--- src/rtl/bcd_pkg.sv ---
// Shared constants and FSM encoding for the BCD counter chain.
package bcd_pkg;

  localparam int unsigned BCD_W = 4;
  localparam logic [BCD_W-1:0] BCD_MAX = 4'd9;

  typedef enum logic [1:0] {
    ST_IDLE = 2'd0,
    ST_RUN  = 2'd1,
    ST_HOLD = 2'd2,
    ST_DONE = 2'd3
  } ctrl_state_e;

endpackage

--- src/rtl/bcd_digit.sv ---
// Single BCD digit counter: steps 0..9 when enabled, flags its carry when it rolls over.
module bcd_digit
  import bcd_pkg::*;
(
  input  logic             clk,
  input  logic             reset,
  input  logic             clr,
  input  logic             en,
  output logic [BCD_W-1:0] q,
  output logic             carry_out
);

  logic [BCD_W-1:0] q_d;
  logic [BCD_W-1:0] q_q;

  // Any value at or above 9 rolls to 0 so the digit always lands back in BCD range.
  always_comb begin
    q_d = q_q;
    if (clr) begin
      q_d = '0;
    end else if (en) begin
      q_d = (q_q >= BCD_MAX) ? '0 : q_q + BCD_W'(1);
    end
  end

  always_ff @(posedge clk) begin
    if (!reset) begin
      q_q <= '0;
    end else begin
      q_q <= q_d;
    end
  end

  assign q         = q_q;
  assign carry_out = en & (q_q == BCD_MAX);

endmodule

--- src/rtl/bcd_chain_ctrl.sv ---
// Multi-digit decimal counter controller: prescaled ticks, ripple-carry enables,
// start/stop/clear FSM and target comparator.
module bcd_chain_ctrl
  import bcd_pkg::*;
#(
  parameter int unsigned DIGITS   = 2,
  parameter int unsigned PRESCALE = 2
) (
  input  logic                      clk,
  input  logic                      reset,
  input  logic                      start,
  input  logic                      stop,
  input  logic                      clear,
  input  logic [BCD_W*DIGITS-1:0]   target,
  output logic [BCD_W*DIGITS-1:0]   count,
  output logic [DIGITS-1:0]         digit_en,
  output logic                      running,
  output logic                      done
);

  localparam int unsigned CNT_W = BCD_W * DIGITS;
  localparam int unsigned PS_W  = (PRESCALE > 1) ? $clog2(PRESCALE) : 1;

  ctrl_state_e      state_d, state_q;
  logic [PS_W-1:0]  presc_d, presc_q;
  logic             running_d, running_q;
  logic             done_d, done_q;

  logic             presc_last_c;
  logic             tick_c;
  logic             digit_clr_c;
  logic [CNT_W-1:0] cnt_nxt_c;

  assign presc_last_c = (presc_q == PS_W'(PRESCALE - 1));
  // stop and clear both suppress the tick, so a coincident stop never increments.
  assign tick_c = (state_q == ST_RUN) & presc_last_c & ~stop & ~clear;

  // Each digit is enabled by the carry of the digit below; cnt_nxt_c is the
  // value the chain will hold after this edge, used by the comparator.
  for (genvar i = 0; i < DIGITS; i++) begin : g_dig
    logic             en_w;
    logic             carry_w;
    logic [BCD_W-1:0] q_w;

    if (i == 0) begin : g_lsd
      assign en_w = tick_c;
    end else begin : g_upper
      assign en_w = g_dig[i-1].carry_w;
    end

    bcd_digit u_digit (
      .clk       (clk),
      .reset     (reset),
      .clr       (digit_clr_c),
      .en        (en_w),
      .q         (q_w),
      .carry_out (carry_w)
    );

    assign count[i*BCD_W +: BCD_W]     = q_w;
    assign digit_en[i]                 = en_w;
    assign cnt_nxt_c[i*BCD_W +: BCD_W] = carry_w ? '0 : (en_w ? q_w + BCD_W'(1) : q_w);
  end

  // Command FSM and prescaler; priority is clear > stop > start.
  always_comb begin
    state_d     = state_q;
    presc_d     = presc_q;
    done_d      = 1'b0;
    digit_clr_c = 1'b0;

    if (clear) begin
      state_d     = ST_IDLE;
      presc_d     = '0;
      digit_clr_c = 1'b1;
    end else begin
      unique case (state_q)
        ST_IDLE: begin
          if (!stop && start) begin
            state_d = ST_RUN;
            presc_d = '0;
          end
        end
        ST_RUN: begin
          if (stop) begin
            state_d = ST_HOLD;
          end else if (presc_last_c) begin
            presc_d = '0;
            if (cnt_nxt_c == target) begin
              state_d = ST_DONE;
              done_d  = 1'b1;
            end
          end else begin
            presc_d = presc_q + PS_W'(1);
          end
        end
        ST_HOLD: begin
          if (!stop && start) begin
            state_d = ST_RUN;
          end
        end
        ST_DONE: begin
          if (!stop && start) begin
            state_d     = ST_RUN;
            presc_d     = '0;
            digit_clr_c = 1'b1;
          end
        end
        default: begin
          state_d = ST_IDLE;
        end
      endcase
    end

    running_d = (state_d == ST_RUN);
  end

  always_ff @(posedge clk) begin
    if (!reset) begin
      state_q   <= ST_IDLE;
      presc_q   <= '0;
      running_q <= 1'b0;
      done_q    <= 1'b0;
    end else begin
      state_q   <= state_d;
      presc_q   <= presc_d;
      running_q <= running_d;
      done_q    <= done_d;
    end
  end

  assign running = running_q;
  assign done    = done_q;

endmodule

--- config.mk ---
export PLATFORM = sky130hd
export DESIGN_NAME = bcd_chain_ctrl
export DESIGN_NICKNAME = d
export VERILOG_FILES = /design/src/rtl/bcd_pkg.sv /design/src/rtl/bcd_digit.sv /design/src/rtl/bcd_chain_ctrl.sv
export SDC_FILE = /design/constraint.sdc
export NUM_CORES = 1
export LEC_CHECK = 0
export ABC_CLOCK_PERIOD_IN_PS = 3200
export CORE_UTILIZATION = 35
export DETAILED_ROUTE_END_ITERATION = 8
export REMOVE_ABC_BUFFERS = 1
export SLEW_MARGIN = 5
export SYNTH_ARGS = -nofsm -noshare
export SYNTH_HDL_FRONTEND = slang
export SYNTH_HIERARCHICAL = 1
export SYNTH_SLANG_ARGS = --single-unit
--- constraint.sdc ---
create_clock -name clk -period 3.2 [get_ports clk]
set_input_delay 0.32 -clock clk [delete_from_list [all_inputs] [get_ports clk]]
set_output_delay 0.32 -clock clk [all_outputs]
set_load 0.02 [all_outputs]
# After elaboration in Yosys (flattened, before gate mapping)
# Index checks and enable logic that the tools add are counted.
# totals
ff_bits,13
out_inout_bits,12
wordCells,60
# classes
addsub,3
n_lt_le_gt_ge,2
eq_ne,9
n_mux,20
bitwise_logic,10
reduce_logical,10
# ops
op,n
two-way mux 4 bit,6
two-way mux 2 bit,5
adder 4 x 1 -> 4 bit (second input constant),2
equality test 4 bit (second input constant),2
equality test 8 bit,1
>= comparator 4 bit (second input constant),2
two-way mux 1 bit,7
OR reduction 2 bit,3
AND 1 bit,5
inverter 1 bit,5
OR reduction 5 bit,1
equality test 2 x 1 -> 1 bit (second input constant),2
equality test 2 bit (second input constant),2
case mux 2 bit (2 select lines),1
AND reduction 3 bit,1
OR reduction 3 bit,1
logical NOT 2 bit,1
inequality test 2 x 1 -> 1 bit (second input constant),1
inequality test 2 bit (second input constant),1
case mux 1 bit (2 select lines),1
nonzero test 2 bit,1
adder 1 bit (second input constant),1
logical AND 1 bit,1
logical NOT 1 bit,1

# Longest topological paths before layout
# Gate-level depths: netlist of run 1.
# depth
ltp_word,14
ltp_mapped,14
depth_no_buf,13

# Modules after synthesis
# The synthesis of run 1 kept the hierarchy.
# by_module_without_submodules
mod,instances,cells_each,area_per_inst_um2
bcd_chain_ctrl,1,91,754.5
bcd_digit,2,24,220.2

# Least setup slack after synthesis of run 1
# Ideal clock, no wire load.
# synth_timing
path_type,register to register
from,register state_q[0]
to,register done_q (netlist: done)
setup_time_ns,0.061
t_arrival_ns,3.377
t_required_ns,3.139
setup_slack_ns,-0.238
stages_incl_launch_ff,13
path_buffers,1
cell_sequence,dfxtp_1 ha_1 and4bb_1 buf_6 nand2_1 nor3b_1 nand2_1 nor3b_1 a311oi_1 o32ai_1 o211ai_1 a311oi_2 and4_1
# synth_between
elab_chain_len,9
word_cells_on_any_way,14
cone_classes,eq/ne (2); mux (5); bitwise (6); reduce/logical (1)
# synth_lines
element,line,rtl
"start, declared",bcd_chain_ctrl.sv:24,"ctrl_state_e state_d, state_q;"
"start signal, assigned",bcd_chain_ctrl.sv:125,state_q <= state_d;
equality test 2 x 1 -> 1 bit,bcd_chain_ctrl.sv:36,assign tick_c = (state_q == ST_RUN) & presc_last_c & ~stop & ~clear;
AND 1 bit (3 in a row),bcd_chain_ctrl.sv:36,
named net g_dig[0].en_w,bcd_chain_ctrl.sv:41,logic en_w;
AND 1 bit,bcd_digit.sv:35,assign carry_out = en & (q_q == BCD_MAX);
named net g_dig[0].carry_w,bcd_chain_ctrl.sv:42,logic carry_w;
AND 1 bit,bcd_digit.sv:35,
named net g_dig[1].carry_w,bcd_chain_ctrl.sv:42,
two-way mux 4 bit,bcd_chain_ctrl.sv:62,assign cnt_nxt_c[i*BCD_W +: BCD_W] = carry_w ? '0 : (en_w ? q_w + BCD_W'(1) : q_w);
equality test 8 bit,bcd_chain_ctrl.sv:89,if (cnt_nxt_c == target) begin
two-way mux 1 bit,bcd_chain_ctrl.sv:89,
"end signal, assigned",bcd_chain_ctrl.sv:128,done_q <= done_d;
"end, declared",bcd_chain_ctrl.sv:27,"logic done_d, done_q;"
# The timed path passes the listed nets, and every way through them passes these cells.
# A chain may end at the register's enable or synchronous reset.

# Final worst setup path of run 1
# layout_timing
from,register state_q[1]
to,register done_q (netlist: done)
# layout_between
elab_chain_len,9
word_cells_on_any_way,14
cone_classes,eq/ne (2); mux (5); bitwise (6); reduce/logical (1)
# layout_lines
element,line
equality test 2 x 1 -> 1 bit,bcd_chain_ctrl.sv:36
AND 1 bit (3 in a row),bcd_chain_ctrl.sv:36
AND 1 bit (2 in a row),bcd_digit.sv:35
named net g_dig[1].carry_w,bcd_chain_ctrl.sv:42
two-way mux 4 bit,bcd_chain_ctrl.sv:62
equality test 8 bit,bcd_chain_ctrl.sv:89
two-way mux 1 bit,bcd_chain_ctrl.sv:89
# The timed path passes the listed nets, and every way through them passes these cells.

==> results of run 1 <==
## power by group through the flow
| stage | Combinational, mW | Sequential [mW] | Clock (mW) |
|---|---|---|---|
| after floorplan | 0.0222 | 0.169 | 0 |
| after global placement | 0.0467 | 0.168 | 0 |
| after detailed placement | 0.0472 | 0.168 | 0 |
| after CTS | 0.0474 | 0.165 | 0.103 |
| after global routing | 0.0524 | 0.165 | 0.110 |
| final | 0.0477 | 0.165 | 0.0994 |
## layout by cell type (no fill, tap or decap), types with 3 or more instances in the layout
| cell type | n |
|---|---|
| mux2i_1 | 3 |
| nor2b_1 | 5 |
| nor2_1 | 14 |
| buf_4 | 5 |
| clkbuf_4 | 3 |
| and3_1 | 3 |
| xnor2_1 | 7 |
| inv_1 | 10 |
| nand4_1 | 4 |
| nor3b_1 | 5 |
| clkdlybuf4s50_1 | 24 |
| ha_1 | 12 |
| xor2_1 | 5 |
| nand2_1 | 9 |
| dfxtp_1 | 13 |
| o21ai_0 | 4 |
## kinds of logic (layout without fill, tap and decap cells)
family	count (synthesis)	after routing
AOI/OAI and AO/OA	27	27
xor gates and xnor gates	14	14
adders and majority gates	12	12
buffers and inverters	14	43
DFF	13	13
muxes	5	5
and+or+nand+nor	54	54
## flip-flops by register name (all words and copies together) (netlist names)
name             flops
g_dig.u_digit/q      8
done                 1
state_q              2
running              1
presc_last_c         1
## worst paths after layout
check          startpoint      endpoint  slack, ns  cells past startpoint
max            state_q[1]          done       0.46                     12
min          presc_last_c  presc_last_c       0.55                      1
max reg2reg    state_q[1]          done       0.46                     12
min reg2reg  presc_last_c  presc_last_c       0.55                      1
## layer usage
metal  track usage  vias up
met2         0.250       21
met1         0.213      491
met5             0        -
met4        0.0292        0
li1              -      560
met3        0.0469        2
## cell type report
type	instances	area [µm²]
Fill cell	334	1620
Multi-Input combinational cell	112	872
Timing Repair Buffer	29	278
Sequential cell	13	260
Tap cell	44	55.1
Inverter	10	37.5
Clock buffer	4	26.3
## worst max-delay path, stage by stage (launching register included)
cell and delay, ns:
dfxtp_1 0.33, inv_1 0.14, ha_1 0.22, and4bb_1 0.22, nand2_1 0.09, nor3b_2 0.25
nand2_1 0.12, nor3b_1 0.27, a311oi_1 0.08, o32ai_1 0.25, o211ai_1 0.14, a311oi_2 0.33
and4_1 0.24
==> run summary, run 1 <==
Pint: 0.239 mW
count of antenna diodes in the layout: 0
Final ANT Viol Nets: 0
maximum clock frequency: 365 MHz
PostCTS Resize Cnt: 0
Final Hold Vio Count: 0
FFs w/ async S/R, synth: 0
Clock Root Buffer: clkbuf_4
initial antenna violation count: 0
routed wire length on met2: 1180 µm
Die W: 60.4 µm
#FFs+latches synth: 13
Worst-path clk slew: 0.08 ns
RSZ-0062 raised after global routing: false
Ports: 25
slew margin rel.: 0.677
detailed-route wire length: 2540 µm
buffer count from post-CTS setup fixing: 0
post-route cell area: 0.00153 mm²
placed instance count: 208
most frequent cell after synthesis: nor2_1
# port buffers: 24
CTS H-tree lvls: 1
Setup Skew: 0.00772 ns
Synth top area share: 0.218
max-slew violations: 0
clock tree from TritonCTS: done
Post-Synth XOR/XNOR Area: 0.127
largest family of logic cells by synthesized area: simple AND/OR/NAND/NOR gates
Synth cell types: 48
CTS sink cnt: 13
Peak supply drop: 138 µV
Tmin final: 2.74 ns
chip height: 60.4 µm
Synth Cell Area: 0.00119 mm²
Routed met3 length: 109 µm
max layer used: met4
Max Root-Sink Buffers: 2
Synth Flop Type: dfxtp_1
WL per Instance: 12.0 µm
largest net degree at the start of global routing: 16
DRT iter0 DRCs: 34
Finish-stage setup viols: 0
Worst Hold Slack: 0.554 ns
maxcap violations: 0
Total Routing Usage GR: 0.157
Vias/cell: 5.07
DRT Pass-1 Iters: 4
# DRC: 0
share of cells above drive strength 1: 0.101
EDFF count, synth: 0
# rows: 20
pre-CTS setup slack: 0.218 ns
Syn Inst Count: 139
Placeable Area: 0.00315 mm²
CTS Hold Bufs: 0
clock buffers created by TritonCTS: 3
power share of the sequential group: 0.528
WS Path Type: reg2reg
Clock power frac: 0.319
simple-gate portion of the synthesized area: 0.253
critical-path maximum fanout: 4
detailed placement HPWL: 1980 µm
Leakage: 0.564 nW
Sw Share: 0.235
Adder-Cell Fraction of Synth Area: 0.126
setup ws final: 0.459 ns
leading area contributor after synthesis: dfxtp_1
initial core utilization: 0.379
DP Area: 0.00150 mm²
Pwr Density: 204 mW/mm²
Mean Syn Cell Area: 8.60 µm²
register area share after synthesis: 0.218
CP arrival: 2.96 ns
Final Power: 0.312 mW
# nets final: 194
TNS Setup: 0 ns
Min-Delay Path Class: reg2reg
first-pass GRT wire length: 4350 µm
Via Count: 1074
grt ovf: 0
main area contributors after synthesis: dfxtp_1 (22%), ha_1 (13%), xnor2_1 (5.1%)
Worst-Skew Late Latency: 0.28 ns
number of global-route vias before repair: 997
Logic pwr share: 0.153
Setup crit start kind: register
post-synthesis mux area share: 0.0471
routability congestion estimate: 0.870
Yosys warning count: 6
DRT met1 WL: 1230 µm
Area Overhead vs Synth: 28.0%
worst endpoint required time: 3.42 ns
Least-Margin Pin Slew: 0.483 ns
Post-synth top cells: nor2_1 (14), dfxtp_1 (13), ha_1 (12)
compound-cell area share of the yosys netlist: 0.173
run status: complete, no violations
switching power: 0.0732 mW
Final Core Density: 0.485
nature of the critical path endpoint: register
fin crit share: 0.857
final non-filler cell total: 212
Die ar.: 0.00365 mm²
(Power assumes the default switching activity.)
==> run 2, diff against run 1 <==
Settings changed: CTS_CLUSTER_SIZE set to 12.
==> results of run 2 <==
No change in the layout: final DEF, timing and power equal those of run 1.
==> run 3, diff against run 2 <==
Settings changed: ABC_CLOCK_PERIOD_IN_PS 3200 to 2800.
Clock period 3.2 ns to 2.8 ns, I/O delays scaled along.
==> run summary, run 3 (same netlist as run 1, synthesis figures left out) <==
detailed-route wire length: 2780 µm (+9.5%)
grt ovf: 0 (unchanged)
Worst-path clk slew: 0.07 ns (about the same)
highest-delay cell along the critical path: dfxtp_1
DRT Pass-1 Iters: 4 (unchanged)
CP dominant cell by count: buf_4
Die ar.: 0.00365 mm² (unchanged)
nature of the critical path endpoint: register
Peak supply drop: 304 µV (+120%)
crit-path leading delay family: simple AND/OR/NAND/NOR gates
Finish-stage setup viols: 0 (unchanged)
Sw Share: 0.229 (-0.00620)
slew margin rel.: 0.681 (+0.00376)
Logic pwr share: 0.169 (+0.016)
initial core utilization: 0.379 (unchanged)
switching power: 0.0819 mW (+12%)
detailed placement HPWL: 2140 µm (+8.0%)
number of global-route vias before repair: 1102 (+11%)
routed wire length on met2: 1340 µm (+14%)
power share of the sequential group: 0.523 (-0.005)
routability congestion estimate: 0.812 (-6.7%)
Min-Delay Path Class: reg2reg
Setup crit start kind: register
# rows: 20 (unchanged)
Ports: 25 (unchanged)
DRT iter0 DRCs: 52 (+53%)
maxcap violations: 0 (unchanged)
CP arrival: 2.83 ns (-0.13 ns)
Least-Margin Pin Slew: 0.478 ns (-0.00563 ns)
critical-path maximum fanout: 8 (+4)
WS Path Type: reg2reg
share of cells above drive strength 1: 0.201 (+0.0999)
# nets final: 210 (+8.2%)
Clock Root Buffer: clkbuf_4
Vias/cell: 5.08 (+0.34%)
max incr delay on CP: 0.34 ns (about the same)
Max Root-Sink Buffers: 2 (unchanged)
maximum clock frequency: 375 MHz (+2.9%)
max-slew violations: 0 (unchanged)
run status: complete, no violations
most common cell after layout, fill and taps aside: clkdlybuf4s50_1
CTS sink cnt: 13 (unchanged)
Final Core Density: 0.530 (+0.0452)
Pwr Density: 214 mW/mm² (+5.2%)
worst endpoint required time: 2.96 ns (-0.46 ns)
most frequent cells in the layout: clkdlybuf4s50_1 (24), buf_4 (21), nor2_1 (14)
# DRC: 0 (unchanged)
Setup Skew: 0.000853 ns (-0.00687 ns)
Tmin final: 2.66 ns (-0.0768 ns)
count of antenna diodes in the layout: 0 (unchanged)
chip height: 60.4 µm (unchanged)
Final Hold Vio Count: 0 (unchanged)
Leakage: 0.649 nW (+15%)
Worst-Skew Late Latency: 0.27 ns (about the same)
Final ANT Viol Nets: 0 (unchanged)
initial antenna violation count: 0 (unchanged)
Pint: 0.276 mW (+16%)
Final Power: 0.358 mW (+15%)
Area Overhead vs Synth: 39.9%
Total Routing Usage GR: 0.167 (+0.0103)
max reg flops: 8 (unchanged)
largest net degree at the start of global routing: 14 (-2)
# port buffers: 24 (unchanged)
max layer used: met4
first-pass GRT wire length: 4640 µm (+6.8%)
CP bufs+invs: 4 (+3)
Clock power frac: 0.307 (-0.012)
crit-path cells: inv_2, ha_4, and4bb_1, nand2_1, nor3b_2, buf_4, buf_4, a21boi_0, or2_2, a32oi_1, o2bb2ai_1, buf_4, and3_1, a32o_1
fin crit share: 0.951 (+0.0949)
Via Count: 1159 (+7.9%)
Die W: 60.4 µm (unchanged)
CTS H-tree lvls: 1 (unchanged)
WL per Instance: 12.2 µm (+1.8%)
clock tree from TritonCTS: done
Routed met3 length: 149 µm (+37%)
DRT met1 WL: 1260 µm (+2.4%)
Placeable Area: 0.00315 mm² (unchanged)
clock buffers created by TritonCTS: 3 (unchanged)
-- run 3: changes by cell type in the layout (fill, tap and decap cells not counted) --
cell,delta
buf_4,+16
nor3b_1,-2
nor3b_2,+2
ha_1,-1
ha_4,+1
inv_1,-1
inv_2,+1
-- run 3: worst paths after layout --
| path | start | endpoint | slack, ns | cells past startpoint |
|---|---|---|---|---|
| setup reg to reg | state_q[1] | state_q[1] | 0.14 | 14 |
| setup / recovery | state_q[1] | state_q[1] | 0.14 | 14 |
| hold reg to reg | presc_last_c | presc_last_c | 0.52 | 1 |
| hold / removal | presc_last_c | presc_last_c | 0.52 | 1 |
-- run 3: final cells by class --
| class | count | area [µm²] |
|---|---|---|
| inverter | 10 | 37.5 |
| clock buffer | 4 | 26.3 |
| sequential | 13 | 260 |
| fill | 314 | 1480 |
| tap | 44 | 55.1 |
| multi-input combinational | 112 | 895 |
| timing repair buffer | 45 | 398 |
-- run 3: stage by stage --
step | cells | instance area [µm²] | hold WS (ns) | TNS [ns] | setup slack, ns
6_report | 228 | 1670 | 0.523 | 0 | 0.136
5_1_grt | 228 | 1670 | 0.578 | -0.0310 | -0.0310
4_1_cts | 224 | 1620 | 0.528 | 0 | 0.00500
3_5_place_dp | 219 | 1590 | 0.519 | -0.586 | -0.182
3_3_place_gp | 219 | 1590 | 0.493 | -0.0452 | -0.0368
2_1_floorplan | 135 | 1160 | 0.434 | -11.14 | -1.89
-- run 3: what timing repair did --
item / CTS / global route
buffers inserted: 1 / 4
hold buffers: 0 / 0
hold endpoints to repair: 0 / 0
resized for setup: 1 / 4
pin swaps: 1 / 4
setup endpoints to repair: 4 / 4
-- run 3: routing by layer --
layer / GRT usage / vias up
li1: - / 591
met3: 0.0405 / 4
met1: 0.207 / 535
met2: 0.295 / 29
met4: 0.0357 / 0
met5: 0 / -
-- run 3: power by group through the flow --
| stage | clock [mW] | sequential (mW) | combinational (mW) |
|---|---|---|---|
| 5_1_grt | 0.125 | 0.188 | 0.0662 |
| 3_5_place_dp | 0 | 0.192 | 0.0591 |
| 2_1_floorplan | 0 | 0.193 | 0.0253 |
| 6_report | 0.110 | 0.188 | 0.0607 |
| 3_3_place_gp | 0 | 0.192 | 0.0575 |
| 4_1_cts | 0.115 | 0.187 | 0.0598 |
-- run 3: worst register-to-register path, cell delays in order (launching register included) --
cell,delay [ns]
dfxtp_1,0.34
inv_2,0.11
ha_4,0.15
and4bb_1,0.22
nand2_1,0.09
nor3b_2,0.18
buf_4,0.17
buf_4,0.11
a21boi_0,0.09
or2_2,0.32
a32oi_1,0.21
o2bb2ai_1,0.08
buf_4,0.15
and3_1,0.16
a32o_1,0.19
